[src/rtl/time_src_select.sv]
`default_nettype none
// +--------------------------------------------------------------------------+
// | Module  : time_src_select                                                |
// | Brief   : N-channel time-word selector for the display path. Registered  |
// |           output, timed blanking on source change, and display freeze.   |
// | Revision: 1.0  initial release                                           |
// +--------------------------------------------------------------------------+
module time_src_select #(
  parameter int N_CH     = 4,
  parameter int TIME_W   = 24,
  parameter int HOLD_CYC = 8
) (
  input  logic                       clk,
  input  logic                       rst,
  input  logic [N_CH*TIME_W-1:0]     i_time,
  input  logic                       btn_next,
  input  logic                       sel_load,
  input  logic [$clog2(N_CH)-1:0]    sel_idx,
  input  logic                       freeze,
  output logic [TIME_W-1:0]          o_time,
  output logic [$clog2(N_CH)-1:0]    o_sel,
  output logic                       o_blank,
  output logic                       o_frozen,
  output logic                       o_err
);

  localparam int SEL_W = $clog2(N_CH);
  // A zero-length blanking window still needs a 1-bit counter to keep widths legal.
  localparam int CNT_W = (HOLD_CYC > 0) ? $clog2(HOLD_CYC + 1) : 1;
  localparam logic [SEL_W-1:0] LAST_SEL  = SEL_W'(N_CH - 1);
  localparam logic [SEL_W:0]   N_CH_EXT  = (SEL_W + 1)'(N_CH);
  localparam logic [CNT_W-1:0] HOLD_LOAD = CNT_W'((HOLD_CYC > 0) ? HOLD_CYC - 1 : 0);
  localparam bit               USE_BLANK = (HOLD_CYC > 0);

  typedef enum logic [0:0] {
    SHOW   = 1'b0,
    SWITCH = 1'b1
  } state_t;

  state_t             state, state_nxt;
  logic [CNT_W-1:0]   cnt, cnt_nxt;
  logic [SEL_W-1:0]   sel_nxt;
  logic [TIME_W-1:0]  time_nxt;
  logic               blank_nxt;
  logic               frozen_nxt;
  logic               err_nxt;

  logic [TIME_W-1:0]  cur_time;
  logic [SEL_W-1:0]   step_idx;
  logic [SEL_W-1:0]   target;
  logic               req;
  logic               idx_bad;
  logic               reject;
  logic               accept;

  // Pick the time word of the currently selected channel.
  always_comb begin
    cur_time = '0;
    for (int j = 0; j < N_CH; j++) begin
      if (o_sel == SEL_W'(j)) begin
        cur_time = i_time[j*TIME_W +: TIME_W];
      end
    end
  end

  // Request decode: sel_load wins over btn_next; stepping wraps at the last channel.
  always_comb begin
    req      = sel_load | btn_next;
    step_idx = (o_sel == LAST_SEL) ? '0 : o_sel + SEL_W'(1);
    target   = sel_load ? sel_idx : step_idx;
    idx_bad  = sel_load && ({1'b0, sel_idx} >= N_CH_EXT);
    reject   = req && ((state == SWITCH) || freeze || idx_bad);
    accept   = req && !reject;
  end

  // Next-state and next-output logic; every output is registered below.
  always_comb begin
    state_nxt  = state;
    cnt_nxt    = cnt;
    sel_nxt    = o_sel;
    time_nxt   = o_time;
    blank_nxt  = o_blank;
    frozen_nxt = 1'b0;
    err_nxt    = reject;

    case (state)
      SHOW: begin
        if (accept) begin
          sel_nxt = target;
          if (USE_BLANK) begin
            // Old value stays on the display while the window runs.
            state_nxt = SWITCH;
            cnt_nxt   = HOLD_LOAD;
            blank_nxt = 1'b1;
          end else begin
            // New index takes effect on the edge after this one.
            time_nxt = cur_time;
          end
        end else if (freeze) begin
          frozen_nxt = 1'b1;
        end else begin
          time_nxt = cur_time;
        end
      end
      SWITCH: begin
        // Freeze has no effect here; the window always runs to completion.
        if (cnt == '0) begin
          state_nxt = SHOW;
          blank_nxt = 1'b0;
          time_nxt  = cur_time;
        end else begin
          cnt_nxt = cnt - CNT_W'(1);
        end
      end
      default: begin
        state_nxt = SHOW;
        blank_nxt = 1'b0;
      end
    endcase
  end

  // State and output registers with synchronous active-low reset.
  always_ff @(posedge clk) begin
    if (!rst) begin
      state    <= SHOW;
      cnt      <= '0;
      o_sel    <= '0;
      o_time   <= '0;
      o_blank  <= 1'b0;
      o_frozen <= 1'b0;
      o_err    <= 1'b0;
    end else begin
      state    <= state_nxt;
      cnt      <= cnt_nxt;
      o_sel    <= sel_nxt;
      o_time   <= time_nxt;
      o_blank  <= blank_nxt;
      o_frozen <= frozen_nxt;
      o_err    <= err_nxt;
    end
  end

endmodule
`default_nettype wire
[config.mk]
export PLATFORM = sky130hd
export DESIGN_NAME = time_src_select
export DESIGN_NICKNAME = d
export VERILOG_FILES = /design/src/rtl/time_src_select.sv
export SDC_FILE = /design/constraint.sdc
export NUM_CORES = 1
export LEC_CHECK = 0
export ABC_AREA = 1
export BUFFER_PORTS_ARGS = -buffer_cell sky130_fd_sc_hd__buf_2
export CORE_MARGIN = 5
export CORE_UTILIZATION = 30
export DETAILED_ROUTE_END_ITERATION = 8
export GPL_ROUTABILITY_DRIVEN = 0
export SYNTH_ARGS = -nofsm -noshare
export SYNTH_HDL_FRONTEND = slang
export SYNTH_SLANG_ARGS = --single-unit
[constraint.sdc]
create_clock -name clk -period 1.9 [get_ports clk]
set_input_delay 0.19 -clock clk [delete_from_list [all_inputs] [get_ports clk]]
set_output_delay 0.19 -clock clk [all_outputs]
set_load 0.03 [all_outputs]
After elaboration in Yosys (flattened, before gate mapping)

Index checks and enable logic that the tools add are counted.

Output and inout bits: 29
Flip-flop bits (word level): 34
Bits of input ports: 103
Logic and storage cells: 51

Equality and inequality tests: 8
$add $sub $neg: 2
Muxes and demuxes: 20
Reduce and logical (&&, ||, !) cells: 11
Bitwise logic cells: 3

Operators by type and width:

| cell                | number |
|---|---|
| $mux 24             | 7 |
| $pmux 24 s2         | 1 |
| $mux 4              | 2 |
| $ne 2x2->1 const B  | 4 |
| $pmux 4 s2          | 1 |
| $reduce_and 2->1    | 3 |
| $mux 1              | 5 |
| $eq 2x2->1 const B  | 2 |
| $logic_not 4->1     | 1 |
| $mux 2              | 2 |
| $pmux 1 s2          | 2 |
| $sub 4x1->4 const B | 1 |
| $reduce_and 3->1    | 1 |
| $reduce_or 3->1     | 1 |
| $add 2x1->2 const B | 1 |
| $eq 2x1->1 const B  | 1 |
| $logic_and 1x1->1   | 2 |
| $logic_not 2->1     | 1 |
| $ne 2x1->1 const B  | 1 |
| $not 1->1           | 2 |
| $logic_not 1->1     | 1 |
| $logic_or 1x1->1    | 1 |
| $or 1x1->1          | 1 |

Depth between registers and ports, before layout

Depth in word-level cells: 8
Depth in mapped cells: 11
Gate-level depth less buffers: 9

Least setup slack after synthesis

Ideal clock, no wire load.

Path type: flip-flop to flip-flop
Start: register o_sel[1]
End: register o_time[9]
Buffers on the path: 2
Arrival time: 1.625 ns
Path slack: 0.211 ns
Required time: 1.836 ns
Period minus slack after synthesis: 1.689 ns
Cell stages (with the launch flop): 12
Cell sequence: dfxtp_1 -> inv_1 -> ha_1 -> buf_2 -> inv_1 -> buf_2 -> nand3_1 -> nand2_1 -> nand2_1 -> nor2_1 -> nor2_1 -> nor2_1

Longest elaborated chain between the ends: 8
Elaborated cells on any way between the ends: 12
Classes of those cells: 3 x eq/ne; 8 x mux; 1 x reduce/logical

Ends and longest elaborated chain:

| what                   | RTL line | text |
|---|---|---|
| start, declared        | 21       | `output logic [$clog2(N_CH)-1:0] o_sel,` |
| start signal, assigned | 135      | `o_sel <= sel_nxt;` |
| $logic_not 2->1        | 60       | `if (o_sel == SEL_W'(j)) begin` |
| $mux 24 (3 in series)  | 60       |  |
| $mux 24 (*)            | 60       |  |
| $mux 24                | 99       | `end else if (freeze) begin` |
| $mux 24                | 88       | `if (accept) begin` |
| $pmux 24 s2 (*)        | 86       | `case (state)` |
| end signal, assigned   | 136      | `o_time <= time_nxt;` |
| end, declared          | 20       | `output logic [TIME_W-1:0] o_time,` |

Mark *: on every way between the ends. The rest lies on a longest branch, timed or not. The select of a mux whose other input is x is not followed.
A chain may end at the register's enable or synchronous reset.

Final worst setup path

Start: register cnt[0]
End: register o_time[12]

Longest elaborated chain between the ends: 3

Ends and longest elaborated chain:

| what                       | RTL line | text |
|---|---|---|
| start, declared            | 41       | `logic [CNT_W-1:0] cnt, cnt_nxt;` |
| start signal, assigned     | 134      | `cnt <= cnt_nxt;` |
| $logic_not 4->1            | 107      | `if (cnt == '0) begin` |
| $ne 2x1->1 (no line)       | n/a      |  |
| $reduce_and 3->1 (no line) | n/a      |  |

Every way passes these cells.

==> results_dict.tcl <==
set metrics [dict create \
    status "finished, final reports clean" \
    synth_nets 563 \
    fin_util 0.4096 \
    holdBufCountCts 0 \
    die_x_um 101.4 \
    areaGrowthSynthToFinish_pct 33.60 \
    grt_max_degree 49 \
    die_y_um 101.4 \
    setup_ws_ns 0.2471 \
    n_fill_cell 970 \
    synthTopCellsByArea "dfxtp_1, nand2_1, nor2_1" \
    synth_top_cell_area_share 0.2716 \
    synth_cell_type_count 16 \
    drive_gt1_frac 0.2643 \
    min-delay-path-class "input pin to register" \
    cts_htree_levels 2 \
    end_kind "register" \
    synth_area_leader_cell "dfxtp_1" \
    antenna_found_initial 0 \
    track_usage 0.1674 \
    cts_resized 0 \
    worstPathRequired_ns 2.13 \
    vias_per_cell 4.510 \
    crit_fanout 24 \
    fmax_ghz 0.6050 \
    final_cell_mix "nand2_1, buf_2, nor2_1" \
    path_class "register to register" \
    reg2reg_depth 8 \
    cts_root_buf "clkbuf_8" \
    port_buffers 131 \
    diodes 0 \
    finalCritPeriodShare 0.8700 \
    tritoncts "done" \
    fin_nets 682 \
    first_iter_violations 171 \
    holdPathEnd "o_time[7]$_SDFFE_PN0P_" \
    clock_latency_ns 0.28 \
    clk_path_buf_depth 2 \
    start_kind "register" \
    cts_buffers 5 \
    pre_cts_ws_ns 0.09353 \
    power_density_nw_per_um2 774.7 \
    p_leak_nw 1.932 \
    design_area_um2 3348 \
    slew_violations 0 \
    hold-path-cell-count 5 \
    start_util 0.3066 \
    grt_pass1_wl_mm 13.97 \
    r2r-end "o_time[12]$_SDFFE_PN0P_" \
    drt_wl_total_mm 8.420 \
    period_needed_ns 1.653 \
    synth.avg_cell_area_um2 5.508 \
    dr.pass1.iters 4 \
    coreArea_um2 8175 \
    die_area_um2 10280 \
    vdd_drop_max_v 0.0002657 \
    maxCapViolCount 0 \
    ys_seq_elements 34 \
    detail-route-antenna-nets 0 \
    cts_sinks 34 \
    ys_warn_count 0 \
    min-delay-start "i_time[79]" \
    rows 33 \
    finalClockSkew_ns 0.004700 \
    hold_viol 0 \
    worst_pin_slew_ns 0.4518 \
    setup_viol 0 \
    layout.cells.most_common "nand2_1" \
    critical_path_arrival_ns 1.88 \
    grt-ovfl-total 0 \
    synth-seq-area-share 0.2716 \
    drc 0 \
    ios 132 \
    slew_headroom 0.6988 \
    grt_pass1_vias 2973 \
    wire_per_inst_um 12.38 \
    r2r_setup_slack_ns 0.25 \
    dpl-instance-area_um2 3239 \
    vias 3067 \
    fin_tns_setup_ns 0 \
    syn_area_um2 2506 \
    power_mw 2.594 \
    reg2reg_from "cnt[0]$_SDFFE_PN0P_" \
    cts_setup_buffers 0 \
    syn-instance-count 455 \
    rsz0062_at_grt "no" \
    hpwl_mm 6.651 \
    clk_pin_slew_ns 0.07 \
]
[registers in the layout, summed over array words and instances (netlist names)]
signal and flops:
o_sel 2, cnt 4, o_blank 1, o_err 1, state 1, o_time 24, o_frozen 1
[worst max-delay path, cell delays in order, from the launching register on]
cell and delay (ns):
dfxtp_1 0.31, inv_1 0.09, ha_1 0.20, nand2_1 0.13, nand2_2 0.24, nand3_4 0.32, nand2_1 0.14, nand2_1 0.05
nor2_1 0.11
[synth_stat cells, drive strengths merged]
cell type and n:
nand4 25, nor3 1, buf 16, nand2 158, ha 5, dfxtp 34
o21ai 5, nor3b 1, clkbuf 13, inv 60, nand3 29, a21oi 31
nor2 77
[how the worst max path moves through the flow]
stage                              end                  start  cells past startpoint  slack [ns]
2_1_floorplan   o_time[9]$_SDFFE_PN0P_  o_sel[1]$_SDFFE_PN0P_                     11        0.21
3_3_place_gp   o_time[14]$_SDFFE_PN0P_  o_sel[1]$_SDFFE_PN0P_                      8        0.12
3_5_place_dp   o_time[21]$_SDFFE_PN0P_  o_sel[1]$_SDFFE_PN0P_                      8        0.09
4_1_cts        o_time[21]$_SDFFE_PN0P_  o_sel[1]$_SDFFE_PN0P_                      8        0.04
5_1_grt        o_time[16]$_SDFFE_PN0P_    cnt[0]$_SDFFE_PN0P_                      8        0.06
6_report       o_time[12]$_SDFFE_PN0P_    cnt[0]$_SDFFE_PN0P_                      8        0.25
[metrics by stage]
stage | hold slack [ns] | std cells
3_3_place_gp | 0.4588 | 672
3_5_place_dp | 0.4676 | 672
4_1_cts | 0.2397 | 680
5_1_grt | 0.2782 | 680
2_1_floorplan | 0.3637 | 455
6_report | 0.2435 | 680
[kinds of logic (layout without fill, tap and decap cells)]
group	Yosys count	in the layout	share of synthesized area
AOI/OAI and AO/OA	36	36	0.07189
adders and majority gates	5	5	0.02496
buffers and inverters	89	209	0.1463
DFF	34	34	0.2716
and+or+nand+nor	291	291	0.4853
[metal layers]
layer	wire [um]	global-route usage
met5	0	0
met1	3939	0.2299
met4	215	0.06135
met2	3734	0.2570
met3	531	0.03650
[power by group]
part / internal [mW] / switching [mW] / total [mW]
logic: 0.385 / 0.696 / 1.08
clock network: 0.392 / 0.258 / 0.650
registers: 0.806 / 0.0567 / 0.863
[cell type report]
cell class / instances / area, um^2 / area share
clock buffers: 7 / 76.32 / 0.02280
clock inverters: 1 / 30.03 / 0.008969
inverters: 60 / 225.2 / 0.06726
multi-input cells: 332 / 1461 / 0.4365
flip-flops and latches: 34 / 680.7 / 0.2033
well taps: 105 / 131.4 / 0.03924
repair buffers: 141 / 743.2 / 0.2220
Note: power is estimated with default switching activity, not from simulation.
